[src/rtl/adder_pkg.sv]
// adder_pkg: shared definitions for the chunked sequential adder.
//   - S_IDLE / S_BUSY / S_DONE : FSM state encoding
//   - signed_ovf()             : two's-complement overflow from the sign bits
package adder_pkg;

  localparam logic [1:0] S_IDLE = 2'd0;
  localparam logic [1:0] S_BUSY = 2'd1;
  localparam logic [1:0] S_DONE = 2'd2;

  // Overflow happens when both operands share a sign and the result does not.
  function automatic logic signed_ovf(input logic a_msb, input logic b_msb, input logic s_msb);
    return (a_msb == b_msb) && (s_msb != a_msb);
  endfunction

endpackage

[src/rtl/adder_chunk.sv]
// adder_chunk: purely combinational CHUNK-bit ripple-carry adder.
// Ports:
//   sum  [CHUNK-1:0] out : a + b + cin (low CHUNK bits)
//   cout             out : carry out of bit CHUNK-1
//   a, b [CHUNK-1:0] in  : operand chunks
//   cin              in  : carry into bit 0
module adder_chunk #(
  parameter int CHUNK = 8
) (
  output logic [CHUNK-1:0] sum,
  output logic             cout,
  input  logic [CHUNK-1:0] a,
  input  logic [CHUNK-1:0] b,
  input  logic             cin
);

  logic c;

  always_comb begin
    sum = '0;
    c   = cin;
    for (int i = 0; i < CHUNK; i++) begin
      sum[i] = a[i] ^ b[i] ^ c;
      c      = (a[i] & b[i]) | (c & (a[i] ^ b[i]));
    end
    cout = c;
  end

endmodule

[src/rtl/adder_seq_chunked.sv]
// adder_seq_chunked: multi-cycle WIDTH-bit adder, CHUNK bits per clock,
// LSB chunk first, with a start/busy/done handshake. The result is held
// until the next accepted start or rst.
// Optional feature (macro ADDER_SUB_EN): adds input `sub`; when set at
// start, computes a - b (B inverted, initial carry forced to 1).
// Ports:
//   clk, rst (sync, active-high)
//   start           : request new operation (accepted in IDLE or DONE)
//   a, b [WIDTH]    : operands, sampled with start
//   cin             : carry-in, sampled with start
//   sub             : (ADDER_SUB_EN only) subtract select, sampled with start
//   sum [WIDTH]     : result, valid while done
//   carry, overflow : carry-out / signed overflow, valid while done
//   busy, done      : handshake status
module adder_seq_chunked
  import adder_pkg::*;
#(
  parameter int WIDTH = 32,
  parameter int CHUNK = 8
) (
  input  logic             clk,
  input  logic             rst,
  input  logic             start,
  input  logic [WIDTH-1:0] a,
  input  logic [WIDTH-1:0] b,
  input  logic             cin,
`ifdef ADDER_SUB_EN
  input  logic             sub,
`endif
  output logic [WIDTH-1:0] sum,
  output logic             carry,
  output logic             overflow,
  output logic             busy,
  output logic             done
);

  localparam int NCHUNK = WIDTH / CHUNK;
  localparam int IDX_W  = (NCHUNK > 1) ? $clog2(NCHUNK) : 1;
  localparam logic [IDX_W-1:0] LAST_IDX = IDX_W'(NCHUNK - 1);

  // Operands and result are viewed as arrays of chunks so the active
  // chunk is selected directly by the chunk index.
  logic [1:0]                         state_q, state_d;
  logic [IDX_W-1:0]                   idx_q, idx_d;
  logic [NCHUNK-1:0][CHUNK-1:0]       a_q, a_d;
  logic [NCHUNK-1:0][CHUNK-1:0]       b_q, b_d;
  logic                               crun_q, crun_d;
  logic [NCHUNK-1:0][CHUNK-1:0]       sum_q, sum_d;
  logic                               carry_q, carry_d;
  logic                               ovf_q, ovf_d;

  logic [CHUNK-1:0]                   chunk_sum;
  logic                               chunk_cout;
  logic                               accept;

  adder_chunk #(.CHUNK(CHUNK)) u_chunk (
    .sum  (chunk_sum),
    .cout (chunk_cout),
    .a    (a_q[idx_q]),
    .b    (b_q[idx_q]),
    .cin  (crun_q)
  );

  assign accept = start && ((state_q == S_IDLE) || (state_q == S_DONE));

  // State register plus control/result registers; operand latches carry no reset.
  always_ff @(posedge clk) begin
    if (rst) begin
      state_q <= S_IDLE;
      idx_q   <= '0;
      crun_q  <= 1'b0;
      sum_q   <= '0;
      carry_q <= 1'b0;
      ovf_q   <= 1'b0;
    end else begin
      state_q <= state_d;
      idx_q   <= idx_d;
      crun_q  <= crun_d;
      sum_q   <= sum_d;
      carry_q <= carry_d;
      ovf_q   <= ovf_d;
    end
  end

  always_ff @(posedge clk) begin
    a_q <= a_d;
    b_q <= b_d;
  end

  // Next-state logic
  always_comb begin
    state_d = state_q;
    case (state_q)
      S_IDLE, S_DONE: if (start) state_d = S_BUSY;
      S_BUSY:         if (idx_q == LAST_IDX) state_d = S_DONE;
      default:        state_d = S_IDLE;
    endcase
  end

  // Datapath next values
  always_comb begin
    idx_d   = idx_q;
    a_d     = a_q;
    b_d     = b_q;
    crun_d  = crun_q;
    sum_d   = sum_q;
    carry_d = carry_q;
    ovf_d   = ovf_q;
    if (accept) begin
      a_d     = a;
`ifdef ADDER_SUB_EN
      b_d     = sub ? ~b : b;
      crun_d  = sub ? 1'b1 : cin;
`else
      b_d     = b;
      crun_d  = cin;
`endif
      idx_d   = '0;
      sum_d   = '0;
      carry_d = 1'b0;
      ovf_d   = 1'b0;
    end else if (state_q == S_BUSY) begin
      sum_d[idx_q] = chunk_sum;
      crun_d       = chunk_cout;
      idx_d        = idx_q + 1'b1;
      // The last chunk holds the sign bits of both operands and the result.
      if (idx_q == LAST_IDX) begin
        carry_d = chunk_cout;
        ovf_d   = signed_ovf(a_q[NCHUNK-1][CHUNK-1], b_q[NCHUNK-1][CHUNK-1],
                             chunk_sum[CHUNK-1]);
      end
    end
  end

  // Output logic
  always_comb begin
    busy     = (state_q == S_BUSY);
    done     = (state_q == S_DONE);
    sum      = sum_q;
    carry    = carry_q;
    overflow = ovf_q;
  end

endmodule

[config.mk]
export PLATFORM = sky130hd
export DESIGN_NAME = adder_seq_chunked
export DESIGN_NICKNAME = d
export VERILOG_FILES = /design/src/rtl/adder_pkg.sv /design/src/rtl/adder_chunk.sv /design/src/rtl/adder_seq_chunked.sv
export SDC_FILE = /design/constraint.sdc
export NUM_CORES = 1
export LEC_CHECK = 0
export CELL_PAD_IN_SITES_DETAIL_PLACEMENT = 2
export CELL_PAD_IN_SITES_GLOBAL_PLACEMENT = 2
export CORE_MARGIN = 4
export CORE_UTILIZATION = 31
export DETAILED_ROUTE_END_ITERATION = 6
export PLACE_DENSITY_LB_ADDON = 0.1
export SLEW_MARGIN = 25
export SYNTH_ARGS = -nofsm -noshare
export SYNTH_HDL_FRONTEND = slang
export SYNTH_SLANG_ARGS = --single-unit
export TNS_END_PERCENT = 100
[constraint.sdc]
create_clock -name clk -period 7.4 [get_ports clk]
set_input_delay 2.22 -clock clk [delete_from_list [all_inputs] [get_ports clk]]
set_output_delay 2.22 -clock clk [all_outputs]
set_load 0.005 [all_outputs]
==> impl_metrics.toml <==
[yosys]
synth_top_cell_area_share = 0.472
yosys_register_bits = 103
synthCells = 273
synth_warnings = 0
synth_nets = 353
yosys.area.top_type = "edfxtp_1"
synth_cell_type_count = 26
synthTopCellsByArea = "edfxtp_1 47%, dfxtp_1 19%, mux4_1 7.7%"
syn_area_um2 = 4070
yosysSeqAreaShare = 0.663
syn_area_per_cell_um2 = 14.9

[timing]
hold_viol = 0
period_needed_ns = 5.19
max_slew_margin = 0.453
finalMaxSlewViolations = 0
setup_violations = 0
max_freq_ghz = 0.193
worst_pin_slew_ns = 0.819
clock_skew_ns = 0.0114
rsz0062_at_grt = "false"
fin_hold_ws_ns = 0.459
period_share = 0.701
fin_setup_tns_ns = 0

[power_and_ir_drop]
seqPwrFrac = 0.506
comb_power_share = 0.125
fin_total_pwr_mw = 1.29
sw_frac_of_total = 0.238
p_int_mw = 0.986
p_sw_mw = 0.308
pwr_density_cell_nw_per_um2 = 234
leakage_nw = 1.85
ir_worst_vdd_mv = 0.121
p_clk_frac = 0.368

[setup_path]
crit_type = "reg2reg"
cp_max_fo = 20
cp.required_ns = 7.60
crit_path_start_kind = "flop"
rr_startpoint = "idx_q[1]"
crit_top_cell = "fa_1"
max_stage_delay_ns = 0.86
r2r_end = "overflow"
cp_slowest_cell = "dfxtp_1"
end_kind = "flop"
crit_path_cell_trace = "mux4_1 -> fa_1 -> fa_1 -> fa_1 -> fa_1 -> fa_1 -> inv_1 -> fa_1 -> inv_1 -> fa_1 -> inv_1 -> fa_1 -> and3_1 -> nor3_1 -> nor3_1"
cp_data_arrival_time_ns = 5.39
reg2reg_depth = 15
r2r_slack_ns = 2.21

[global_routing]
track_usage = 0.137
grt_overflow = 0
antenna_found_initial = 0
grt_pass1_vias = 2790
grt_pass1_wl_um = 15200
grt_max_degree = 66

[clocking]
postCtsSetupRepairBufs = 0
cts.sinks = 103
ctsResizeCount = 0
clk_pin_slew_worst_paths_ns = 0.08
cts_tree = "yes"
htreeDepth = 3
holdBufCountCts = 0
clock_path_buffers = 2
clock-root-buffer = "clkbuf_16"
worstSkewPairLatency_ns = 0.36
numCtsBuffers = 9

[placed_design]
place_area_um2 = 5240
numPortBuffers = 103
dp_hpwl_um = 7320
place.gp.congestion = 0.706

[layout]
layout_commonest_cell = "clkdlybuf4s50_1"
stdcell_area_um2 = 5530
mostFrequentLayoutCells = "103 x clkdlybuf4s50_1, 64 x edfxtp_1, 48 x nand2_1"
drive_gt1_frac = 0.0761
syn_to_final_growth_pct = 35.8
antennaDiodeCount = 0
nNetsFinal = 456

[min_path]
min_path_type = "reg2reg"
min_to = "sum[10]"
hp-start = "sum[10]"
min_path_cells = 2

[floorplanning]
start_util = 0.320
core_um2 = 12700
die_h_um = 123
row_count = 41
ioPinCount = 104
die_x_um = 123
die-area_um2 = 15000

[run_status]
status = "finished clean"

[route]
drc_errors = 0
drt_wl_total_um = 9760
vias_per_cell = 4.56
dr_total_vias = 2524
drt-initial-drc-count = 128
postRouteAntennaNets = 0
routedWlPerCell_um = 17.7
drtPass1Iterations = 4

[run]
maxCapViolCount = 0
[synth_stat cells, drive strengths merged]
cell	number
and3b	4
a2111oi	1
inv	10
nor2b	2
buf	14
edfxtp	64
a211oi	9
mux2i	1
fa	8
mux4	16
a21oi	26
nand3b	4
xnor2	1
nand2	48
nand2b	4
and3	1
dfxtp	39
nor3	4
ha	4
nor2	13
[layer usage]
| metal | up-vias | track usage | routed length, um |
|---|---|---|---|
| met5 | - | 0 | 0 |
| met3 | 14 | 0.0327 | 500 |
| met4 | 0 | 0.0651 | 205 |
| li1 | 1206 | - | - |
| met1 | 1231 | 0.173 | 4300 |
| met2 | 73 | 0.223 | 4760 |
[metrics by stage]
stage / util / std cells / setup WS, ns
global route: 0.435 / 553 / 1.96
CTS: 0.435 / 553 / 2.16
finish: 0.435 / 553 / 2.21
detailed placement: 0.412 / 537 / 2.17
global placement: 0.412 / 537 / 2.24
floorplan: - / 273 / 2.72
[final cells by class]
class	count	area [um2]
multi-input cells	146	1230
well taps	172	215
flip-flops and latches	103	2700
clock inverters	7	72.6
fillers	1304	7190
clock buffers	9	225
repair buffers	106	1050
inverters	10	37.5
[state kept, by name, summed over array words and instances, names as in the netlist]
name      count
a_q          32
sum          32
idx_q         2
b_q          32
state_q       2
carry         1
crun_q        1
overflow      1
[worst max-delay path: cells and delay by family, from the launching register on]
family | cells | cell delay, ns
multiplexers | 1 | 0.43
buffers and inverters | 3 | 0.22
AND/OR/NAND/NOR | 3 | 0.47
flip-flops | 1 | 0.86
adder cells (fa/ha/maj) | 8 | 3.04
[cell families after synthesis]
family	synth area share
muxes	0.102
buffers and inverters	0.0353
adders and majority gates	0.0516
AOI/OAI and AO/OA	0.0559
DFF	0.663
and+or+nand+nor	0.0897
xor gates and xnor gates	0.00215
[worst max path at each step]
stage,to,from,slack (ns)
3_3_place_gp,overflow,idx_q[1],2.24
5_1_grt,overflow,idx_q[1],1.96
3_5_place_dp,overflow,idx_q[1],2.17
4_1_cts,overflow,idx_q[1],2.16
6_report,overflow,idx_q[1],2.21
2_1_floorplan,overflow,idx_q[0],2.72
[power by group through the flow]
| stage | Sequential (mW) | Clock, mW | Combinational [mW] |
|---|---|---|---|
| finish | 0.655 | 0.477 | 0.162 |
| detailed placement | 0.669 | 0 | 0.167 |
| global placement | 0.667 | 0 | 0.165 |
| global route | 0.659 | 0.521 | 0.177 |
| CTS | 0.656 | 0.493 | 0.167 |
| floorplan | 0.661 | 0 | 0.0874 |
Power figures use the tool's default switching activity.
